[config.mk]
export PLATFORM = sky130hd
export DESIGN_NAME = adder_switch_ctrl
export DESIGN_NICKNAME = d
export VERILOG_FILES = /design/src/rtl/adder_switch_ctrl.sv
export SDC_FILE = /design/constraint.sdc
export NUM_CORES = 1
export LEC_CHECK = 0
export BUFFER_PORTS_ARGS = -buffer_cell sky130_fd_sc_hd__buf_2
export CAP_MARGIN = 10
export CORE_ASPECT_RATIO = 1.25
export CORE_MARGIN = 2
export CORE_UTILIZATION = 41
export DETAILED_ROUTE_END_ITERATION = 12
export SLEW_MARGIN = 15
export SYNTH_ARGS = -nofsm -noshare
export SYNTH_HDL_FRONTEND = slang
export SYNTH_SLANG_ARGS = --single-unit
[constraint.sdc]
create_clock -name clk -period 2 [get_ports clk]
set_input_delay 0.3 -clock clk [delete_from_list [all_inputs] [get_ports clk]]
set_output_delay 0.3 -clock clk [all_outputs]
set_load 0.05 [all_outputs]
[src/rtl/adder_switch_ctrl.sv]
// Sequencer for a row of adder switches: buffers per-step configs in a small FIFO
// and issues one step per cycle during a run, then drains the adder pipeline.
module adder_switch_ctrl #(
    parameter int NUM_AS  = 8,
    parameter int SEL_IN  = 2,
    parameter int DEPTH   = 4,
    parameter int STEP_W  = 8,
    parameter int ADD_LAT = 1,
    localparam int CFG_W   = 4 + SEL_IN,
    localparam int ENTRY_W = NUM_AS * CFG_W
) (
    input  logic                     clk,
    input  logic                     rst,
    input  logic                     i_cfg_valid,
    output logic                     o_cfg_ready,
    input  logic [ENTRY_W-1:0]       i_cfg_data,
    input  logic                     i_start,
    input  logic [STEP_W-1:0]        i_num_steps,
    output logic                     o_busy,
    output logic                     o_done,
    output logic [NUM_AS-1:0]        o_as_valid,
    output logic [NUM_AS-1:0]        o_as_add_en,
    output logic [3*NUM_AS-1:0]      o_as_cmd,
    output logic [SEL_IN*NUM_AS-1:0] o_as_sel,
    output logic                     o_out_valid,
    output logic [15:0]              o_stall_cnt
);
    localparam int PTR_W = (DEPTH > 1) ? $clog2(DEPTH) : 1;
    localparam int CNT_W = $clog2(DEPTH + 1);
    localparam int DRN_W = $clog2(ADD_LAT + 2);
    localparam int SR_W  = ADD_LAT + 1;

    typedef enum logic [1:0] {IDLE, RUN, DRAIN, DONE} state_t;
    state_t state_q, state_d;

    logic [ENTRY_W-1:0]       mem_q [DEPTH];
    logic [PTR_W-1:0]         wr_ptr_q, rd_ptr_q;
    logic [CNT_W-1:0]         cnt_q, cnt_d;
    logic                     ready_q;
    logic [STEP_W-1:0]        rem_q, rem_d;
    logic [DRN_W-1:0]         drn_q, drn_d;
    logic [15:0]              stall_q, stall_d;
    logic                     asv_q;
    logic [NUM_AS-1:0]        add_en_q, add_en_d;
    logic [3*NUM_AS-1:0]      cmd_q, cmd_d;
    logic [SEL_IN*NUM_AS-1:0] sel_q, sel_d;
    logic [SR_W-1:0]          ov_sr_q;
    logic                     push, pop;
    logic [ENTRY_W-1:0]       head;

    // Ready comes from the registered count, so a full FIFO refuses a push even
    // when a pop happens in the same cycle.
    assign push = i_cfg_valid && ready_q;
    assign head = mem_q[rd_ptr_q];

    function automatic logic [PTR_W-1:0] ptr_inc(input logic [PTR_W-1:0] p);
        return (p == PTR_W'(DEPTH - 1)) ? '0 : p + PTR_W'(1);
    endfunction

    always_comb begin
        state_d = state_q;
        rem_d   = rem_q;
        drn_d   = drn_q;
        stall_d = stall_q;
        pop     = 1'b0;
        unique case (state_q)
            IDLE: begin
                if (i_start) begin
                    rem_d   = i_num_steps;
                    stall_d = '0;
                    state_d = (i_num_steps == '0) ? DONE : RUN;
                end
            end
            RUN: begin
                if (cnt_q != '0) begin
                    pop   = 1'b1;
                    rem_d = rem_q - STEP_W'(1);
                    if (rem_q == STEP_W'(1)) begin
                        state_d = DRAIN;
                        drn_d   = DRN_W'(ADD_LAT + 1);
                    end
                end else if (stall_q != 16'hFFFF) begin
                    stall_d = stall_q + 16'd1;
                end
            end
            // First DRAIN cycle is the final issue; the count covers the cycles after it.
            DRAIN: begin
                if (drn_q == '0) state_d = DONE;
                else             drn_d   = drn_q - DRN_W'(1);
            end
            DONE:    state_d = IDLE;
            default: state_d = IDLE;
        endcase
    end

    always_comb begin
        cnt_d = cnt_q;
        if (push && !pop)      cnt_d = cnt_q + CNT_W'(1);
        else if (pop && !push) cnt_d = cnt_q - CNT_W'(1);
    end

    always_comb begin
        add_en_d = add_en_q;
        cmd_d    = cmd_q;
        sel_d    = sel_q;
        if (pop) begin
            for (int k = 0; k < NUM_AS; k++) begin
                add_en_d[k]               = head[k*CFG_W + CFG_W - 1];
                cmd_d[k*3 +: 3]           = head[k*CFG_W + SEL_IN +: 3];
                sel_d[k*SEL_IN +: SEL_IN] = head[k*CFG_W +: SEL_IN];
            end
        end
    end

    always_ff @(posedge clk) begin
        if (push) mem_q[wr_ptr_q] <= i_cfg_data;
    end

    always_ff @(posedge clk) begin
        if (rst) begin
            state_q  <= IDLE;
            wr_ptr_q <= '0;
            rd_ptr_q <= '0;
            cnt_q    <= '0;
            ready_q  <= 1'b1;
            rem_q    <= '0;
            drn_q    <= '0;
            stall_q  <= '0;
            asv_q    <= 1'b0;
            add_en_q <= '0;
            cmd_q    <= '0;
            sel_q    <= '0;
            ov_sr_q  <= '0;
        end else begin
            state_q  <= state_d;
            if (push) wr_ptr_q <= ptr_inc(wr_ptr_q);
            if (pop)  rd_ptr_q <= ptr_inc(rd_ptr_q);
            cnt_q    <= cnt_d;
            ready_q  <= (cnt_d != CNT_W'(DEPTH));
            rem_q    <= rem_d;
            drn_q    <= drn_d;
            stall_q  <= stall_d;
            asv_q    <= pop;
            add_en_q <= add_en_d;
            cmd_q    <= cmd_d;
            sel_q    <= sel_d;
            ov_sr_q  <= (ov_sr_q << 1) | SR_W'(asv_q);
        end
    end

    assign o_cfg_ready = ready_q;
    assign o_busy      = (state_q != IDLE);
    assign o_done      = (state_q == DONE);
    assign o_as_valid  = {NUM_AS{asv_q}};
    assign o_as_add_en = add_en_q;
    assign o_as_cmd    = cmd_q;
    assign o_as_sel    = sel_q;
    assign o_out_valid = ov_sr_q[ADD_LAT];
    assign o_stall_cnt = stall_q;
endmodule

### Word-level counts from Yosys, hierarchy flattened

Memory sizes are Yosys's and may differ from the RTL's. A register that Yosys moved wholly into a read port is not among the register bits.
Index checks and enable logic that the tools add are counted.

* memories: 1
* bits in registers: 39
* memory bits (writable): 192
* output and inout port bits: 76
* bits of input ports: 60
* logic and storage cells: 73

* bitwise operators: 1
* $add $sub $neg: 7
* mux-type cells: 23
* reductions and logical operators: 16
* equal/unequal tests: 15

Memory list
* mem_q: depth 4, bits a word 48, rd ports 1, clocked after Yosys merged registers in 1, write ports 1, RTL line 36 `logic [ENTRY_W-1:0] mem_q [DEPTH];`

Operators by type and width (number)
* $mux 16: 3
* $pmux 16 s2: 1
* $add 16x1->16 const B: 1
* $mux 2: 8
* $mux 8: 2
* $ne 16x16->1 const B: 1
* $pmux 8 s2: 1
* $ne 2x2->1 const B: 7
* $reduce_and 4->1: 3
* $eq 2x2->1 const B: 4
* $eq 8x1->1 const B: 1
* $logic_not 8->1: 1
* $pmux 2 s4: 1
* $sub 8x1->8 const B: 1
* $mux 3: 2
* $reduce_bool 2->1: 3
* $add 2x1->2 const B: 2
* $logic_not 2->1: 2
* $mux 1: 4
* $pmux 2 s2: 1
* $add 3x1->3 const B: 1
* $logic_and 1x1->1: 3
* $ne 3x3->1 const B: 1
* $reduce_and 3->1: 1
* other kinds (6): 7

### Longest topological paths before layout

Gate-level depths: netlist (run 1).

* word-level depth: 7
* mapped depth: 10

### Worst setup path after synthesis (run 1)

No wires, ideal clock.

* path kind: reg-to-reg
* from: reg ready_q, in the netlist o_cfg_ready
* to: mem mem_q[0][0] in the netlist's numbering (enable)
* path slack: -0.378 ns
* required time: 1.589 ns
* cell stages (with the launch flop): 2
* arrival time: 1.967 ns
* cell sequence: dfxtp_1 and3_1

* word-level cells in the longest chain between the ends: 3

Ends and longest elaborated chain
* start, declared: RTL line 39 `logic ready_q;`
* start signal, assigned: RTL line 139 `ready_q <= (cnt_d != CNT_W'(DEPTH));`
* $logic_and 1x1->1: RTL line 53 `assign push = i_cfg_valid && ready_q;`
* $mux 1: RTL line 116 `if (push) mem_q[wr_ptr_q] <= i_cfg_data;`
* $mux 1 (not written as such): RTL line 116
* end, declared: RTL line 36

No other way between the ends.

### Worst setup path after layout (run 1)

* from: reg state_q[1]
* to: reg state_q[1]

* word-level cells in the longest chain between the ends: 3
* elaborated cells between the ends (all ways): 10
* those cells by class: 7 x eq/ne; 1 x mux; 2 x reduce/logical

Ends and longest elaborated chain
* start, declared: RTL line 34 `state_t state_q, state_d;`
* start signal, assigned: RTL line 135 `state_q <= state_d;`
* $eq 2x2->1, or another cell as far along: RTL line 66 `unique case (state_q)`
* $ne 2x2->1 (no source line)
* $reduce_and 4->1 (no source line)

Parallel ways exist; a longest one is shown, timed or not.
A chain may end at the register's enable or synchronous reset.

==> results of run 1 <==
## worst max-delay path: stages (launching register included)
cell and delay, ns:
dfxtp_1 0.33, inv_1 0.09, ha_4 0.20, buf_12 0.16
inv_1 0.09, buf_12 0.17, a41oi_4 0.07, or4_4 0.52
a21oi_2 0.15
## per-layer routing
layer,global-route usage,vias up
met5,0,-
met4,0.04853,0
met3,0.02805,48
met2,0.2998,201
met1,0.2167,3497
li1,-,3369
## cells in the final DEF, fill, tap and decap left out, types with 3 or more instances in the layout
master         Yosys  layout
edfxtp_1         192     192
buf_2             14     134
nand2_1          127     126
dfxtp_1           87      83
a21oi_1           72      69
mux4_2            48      48
dlygate4sd3_1      0      48
buf_4              8      31
clkbuf_16          0      30
inv_1             20      20
nor2_1            19      17
ha_1              17      16
nand3_1           15      15
nor3_1            14      14
nand4_1           10      10
buf_12             0      10
o21ai_0            7       7
a211oi_1           8       7
nor4_1             7       7
clkbuf_1          26       7
nor2b_1            6       6
a31oi_1            5       5
clkinv_4           0       5
and3_2             0       4
and2_1             4       4
o31ai_1            4       4
and3_1             8       4
o211ai_1           4       4
clkbuf_8           0       4
clkinv_1           0       4
a21oi_2            0       3
o221ai_1           3       3
dfxtp_2            0       3
## cell type report
cell class,instances,area share
multi-input combinational,425,0.2372
tap,345,0.03126
timing repair buffer,224,0.1165
clock inverter,11,0.006795
sequential,279,0.5442
inverter,20,0.005436
clock buffer,40,0.05844
antenna,1,0.0001812
## kinds of logic after synthesis
family | synth area share
compound gates | 0.08035
fa+ha+maj | 0.01927
mux | 0.09973
buf+inv | 0.02845
flops | 0.6800
simple gates | 0.09225
## sequential cells by signal, indices dropped and copies added (netlist names)
| name | flops |
|---|---|
| asv_q | 1 |
| cnt_q | 3 |
| drn_q | 2 |
| mem_q | 192 |
| o_as_add_en | 8 |
| o_as_cmd | 24 |
| o_as_sel | 16 |
| o_cfg_ready | 1 |
| o_stall_cnt | 16 |
| ov_sr_q | 2 |
| rd_ptr_q | 2 |
| rem_q | 8 |
| state_q | 2 |
| wr_ptr_q | 2 |
## how the worst max path moves through the flow
| stage | end | cells past startpoint |
|---|---|---|
| 6_report | state_q[1]$_SDFFE_PP0P_ | 8 |
| 5_1_grt | o_stall_cnt[5]$_SDFFE_PP0P_ | 6 |
| 4_1_cts | rem_q[3]$_SDFFE_PP0P_ | 7 |
| 3_5_place_dp | rem_q[6]$_SDFFE_PP0P_ | 7 |
| 3_3_place_gp | rem_q[3]$_SDFFE_PP0P_ | 7 |
| 2_1_floorplan | o_stall_cnt[10]$_SDFFE_PP0P_ | 6 |
## power breakdown
part / internal (mW) / total [mW] / switching (mW)
combinational: 1.54 / 4.06 / 2.51
clock: 2.93 / 5.05 / 2.11
sequential: 6.71 / 7.06 / 0.351
## per-stage QoR
step | power [mW] | hold slack (ns) | cell area, um^2 | util
floorplan | 9.916 | 0.3989 | 11050 | -
global placement | 11.08 | 0.4401 | 12360 | 0.4636
detailed placement | 11.11 | 0.4439 | 12360 | 0.4636
CTS | 16.29 | 0.09677 | 13740 | 0.5154
global route | 16.95 | 0.1226 | 13810 | 0.5179
finish | 16.16 | 0.1244 | 13810 | 0.5180
## what timing repair did
| action | CTS | global route |
|---|---|---|
| hold buffers | 48 | 0 |
| gates resized for setup | 0 | 11 |
| endpoints found under the hold margin | 192 | 0 |
| endpoints found under the setup margin | 0 | 25 |
==> results.toml, run 1 <==
[cts]
cts_buffers = 28
htree_num_levels = 1
cts_tree = "yes"
cts_buffer_depth = 3
clk_pin_slew_ns = 0.06
clock-sinks = 279
clk_latency_ns = 0.54
cts_root_buf = "clkbuf_16"
cts_setup_buffers = 0

[synthesis]
yosys_warnings = 0
post-synth-top-count-cell = "edfxtp_1"
synth_cell_type_count = 59
synthesis.nets = 852
synth_ff_type = "edfxtp_1"
synth_edf_count = 192
ys_ff_latch = 279
synthCells = 775
ys_async_sr_fraction = 0
synth_area_um2 = 11040
ys_top_cells_by_area = "edfxtp_1, dfxtp_1, mux4_2, nand2_1, a21oi_1"
synth_common_cells = "edfxtp_1, nand2_1, dfxtp_1, a21oi_1, mux4_2"
avgSynthCellArea_um2 = 14.25
yosysSeqAreaShare = 0.6800
synth_area_leader_cell = "edfxtp_1"
yosysTopAreaCellShare = 0.5222

[critical_path]
reg2reg_depth = 8
critical_path_required_ns = 2.46
path_class = "flop to flop"
startpoint_type = "flop"
r2r_slack_ns = 0.13
end_kind = "flop"
cp.arrival_ns = 2.33
critical_path_peak_fanout = 20
r2r_start = "state_q[1]$_SDFFE_PP0P_"
startpoint = "state_q[1]$_SDFFE_PP0P_"
r2r_end = "state_q[1]$_SDFFE_PP0P_"

[cells_and_area]
register_area_um2 = 7515
area_delta_synth_final_pct = 25.08
nNetsFinal = 1055
multi_input_comb_area_um2 = 3276
fin_cells = 1345
drive_gt1_frac = 0.2893
fill_cells = 2308

[sta]
setup_tns_ns = 0
finalHoldViolations = 0
maxSlewHeadroom = 0.5223
fin_crit_ns = 1.868
grt_setup_unrepaired = "false"
max_freq_mhz = 535.3
slew_violations = 0
finalClockSkew_ns = 0.01239
setup_slack_ns = 0.1318
post-route-period-util = 0.9341
report.final.setup_viol = 0
worst_slew_pin_slew_ns = 0.7166

[floorplanning]
die_w_um = 150.8
die_h_um = 187.5
dieArea_um2 = 28270
io_pins = 136
fp.coreArea_um2 = 26660
start_util = 0.4142
rows = 67

[drt]
dr.first_iter.drc_count = 327
antenna_left = 0
route.detailed.drc = 0
met2_length_um = 12440
wirelength_met1_um = 9678
wl_per_cell_um = 17.90
first_pass_iters = 4
vias = 7115
highest_layer = "met4"
dr_wl_met3_um = 1401
routed_wl_um = 24070
viasPerCell = 5.290

[power]
leakagePower_nw = 4.904
powerDensity_nw_per_um2 = 1170
irDropWorstVdd_mv = 0.8740

[placed_design]
gp_congestion = 0.8137
place_ws_ns = 0.04042
numPlacedInstances = 1244
dp_hpwl_um = 14480
port_buffers = 135

[global_routing]
track_usage = 0.1706
antenna_found_initial = 0
gr-total-overflow = 0
grt_pass1_vias = 7082
grt_pass1_wl_um = 37780
grt_max_degree = 56

[hold_path]
worstHoldPathType = "input pin to flop"
worstHoldPathCells = 3
min_to = "drn_q[0]$_SDFFE_PP0P_"
min_from = "rst"

[outcome]
status = "finished clean"

[run]
max-cap-violations = 0
(Power assumes the default switching activity.)
==> run 2: changes to the inputs <==
- CORE_ASPECT_RATIO: 1.25 -> unset
- RECOVER_POWER: unset -> 25
==> run 2 against run 1 <==
Effect of this change: worst setup slack better by 0.023 ns; count of clock-buffer cells in the layout is 5 higher; non-clock buffer count grew 1; clock skew fell by 0.0050 ns; hold slack got worse by 0.017 ns; total power increased by 4.1%; fmax grew 1.3%; critical path depth shrank 2; final cell count increased by 0.15%; sequential power down 0.8%; via count increased by 0.42%; critical path type unchanged.
==> results.toml, run 2 (synthesis gave the netlist of run 1 again) <==
[sta]
slew_violations = 0
worst_slew_pin_slew_ns = 0.6896
max_freq_mhz = 542.1
fin_crit_ns = 1.845
finalHoldViolations = 0
maxSlewHeadroom = 0.5403
grt_setup_unrepaired = "false"
finalClockSkew_ns = 0.007439
setup_tns_ns = 0
post-route-period-util = 0.9224
report.final.setup_viol = 0

[floorplanning]
start_util = 0.4131
io_pins = 136
fp.coreArea_um2 = 26730
die_w_um = 168.1
rows = 60
die_h_um = 168.1
dieArea_um2 = 28260

[power]
p_total_mw = 16.83
leakagePower_nw = 4.880
powerDensity_nw_per_um2 = 1210
irDropWorstVdd_mv = 0.7889

[cts]
clk_pin_slew_ns = 0.06
clk_latency_ns = 0.54
cts_tree = "yes"
cts_buffer_depth = 3
cts_buffers = 30
cts_root_buf = "clkbuf_16"
clock-sinks = 279
htree_num_levels = 1

[global_routing]
antenna_found_initial = 1
grt_pass1_wl_um = 38950
gr-total-overflow = 0
grt_pass1_vias = 7216
grt_max_degree = 52
track_usage = 0.1746

[cells_and_area]
largest_reg_flops = 192
layout_common_cells = "edfxtp_1, nand2_1, buf_2"
fill_cells = 2308
register_area_um2 = 7513
drive_gt1_frac = 0.2527
layout_commonest_cell = "edfxtp_1"
multi_input_comb_area_um2 = 3243
area_delta_synth_final_pct = 25.99
fin_cells = 1347
nNetsFinal = 1058
regMostFlops = "mem_q"
final_util = 0.5205

[critical_path]
startpoint_type = "flop"
cp.arrival_ns = 2.32
path_class = "flop to flop"
critical_path_required_ns = 2.47
r2r_start = "cnt_q[0]$_SDFF_PP0_"
reg2reg_depth = 6
critical_path_peak_fanout = 8
r2r_end = "state_q[1]$_SDFFE_PP0P_"
end_kind = "flop"
r2r_slack_ns = 0.16

[placed_design]
port_buffers = 135
dp_hpwl_um = 15120
gp_congestion = 0.8292
numPlacedInstances = 1242

[outcome]
status = "finished clean"

[drt]
first_pass_iters = 4
dr.first_iter.drc_count = 613
antenna_left = 0
vias = 7145
wl_per_cell_um = 18.17
viasPerCell = 5.304
route.detailed.drc = 0
routed_wl_um = 24470

[hold_path]
worstHoldPathType = "input pin to flop"
worstHoldPathCells = 3
min_from = "rst"
min_to = "drn_q[0]$_SDFFE_PP0P_"

[run]
max-cap-violations = 0
-- run 2: cell types whose count changed in the layout (fill, tap and decap cells not counted), moves of 3 or more --
cell	before	now
clkbuf_1	7	45
buf_2	134	100
buf_12	10	14
bufinv_16	1	5
clkinv_4	5	1
a21oi_1	69	72
a21oi_2	3	0
-- run 2: routing by layer --
layer,track usage,part of all wire
met5,0,0
met4,0.04610,0.021
met3,0.03291,0.055
met2,0.2986,0.49
met1,0.2308,0.43
-- run 2: cell type report --
cell class / count / share of cell area
flip-flops and latches: 279 / 0.5402
inverters: 20 / 0.005397
clock buffers: 45 / 0.06171
diodes: 1 / 0.0001799
clock inverters: 11 / 0.01322
multi-input cells: 425 / 0.2332
well taps: 341 / 0.03067
repair buffers: 225 / 0.1155
-- run 2: metrics by stage --
step	hold WS [ns]	worst slack, ns	cell area [um^2]
global route	0.1070	0.02385	13910
floorplan	0.3989	0.008650	11050
finish	0.1070	0.1552	13910
CTS	0.08314	0.1339	13940
global placement	0.4394	0.1527	12420
detailed placement	0.4442	0.1426	12420
-- run 2: worst max path at each step --
stage | startpoint | endpoint | slack, ns | cells after the start
5_1_grt | o_stall_cnt[1]$_SDFFE_PP0P_ | o_stall_cnt[12]$_SDFFE_PP0P_ | 0.02 | 6
3_3_place_gp | state_q[0]$_SDFFE_PP0P_ | o_stall_cnt[10]$_SDFFE_PP0P_ | 0.15 | 7
6_report | cnt_q[0]$_SDFF_PP0_ | state_q[1]$_SDFFE_PP0P_ | 0.16 | 6
3_5_place_dp | state_q[1]$_SDFFE_PP0P_ | o_stall_cnt[10]$_SDFFE_PP0P_ | 0.14 | 7
2_1_floorplan | o_stall_cnt[1]$_SDFFE_PP0P_ | o_stall_cnt[10]$_SDFFE_PP0P_ | 0.009 | 6
4_1_cts | state_q[0]$_SDFFE_PP0P_ | o_stall_cnt[10]$_SDFFE_PP0P_ | 0.13 | 7
-- run 2: critical path, stage by stage, from the launching register on --
cell and delay (ns):
dfxtp_1 0.39, inv_1 0.11, ha_1 0.22, nand2b_1 0.21
a41oi_4 0.21, or4_1 0.50, a21oi_1 0.14
-- run 2: power breakdown --
part | switching, mW | total (mW) | leakage (nW) | internal, mW
registers | 0.289 | 7.00 | 2.47 | 6.71
clock network | 2.18 | 5.77 | 0.502 | 3.60
logic | 2.56 | 4.06 | 1.91 | 1.50
-- run 2: timing repair --
action,in CTS,in global routing
endpoints found under the hold margin,192,0
setup buffers,0,0
gates resized for setup,0,4
hold buffers,48,0
setup endpoints to repair,0,5
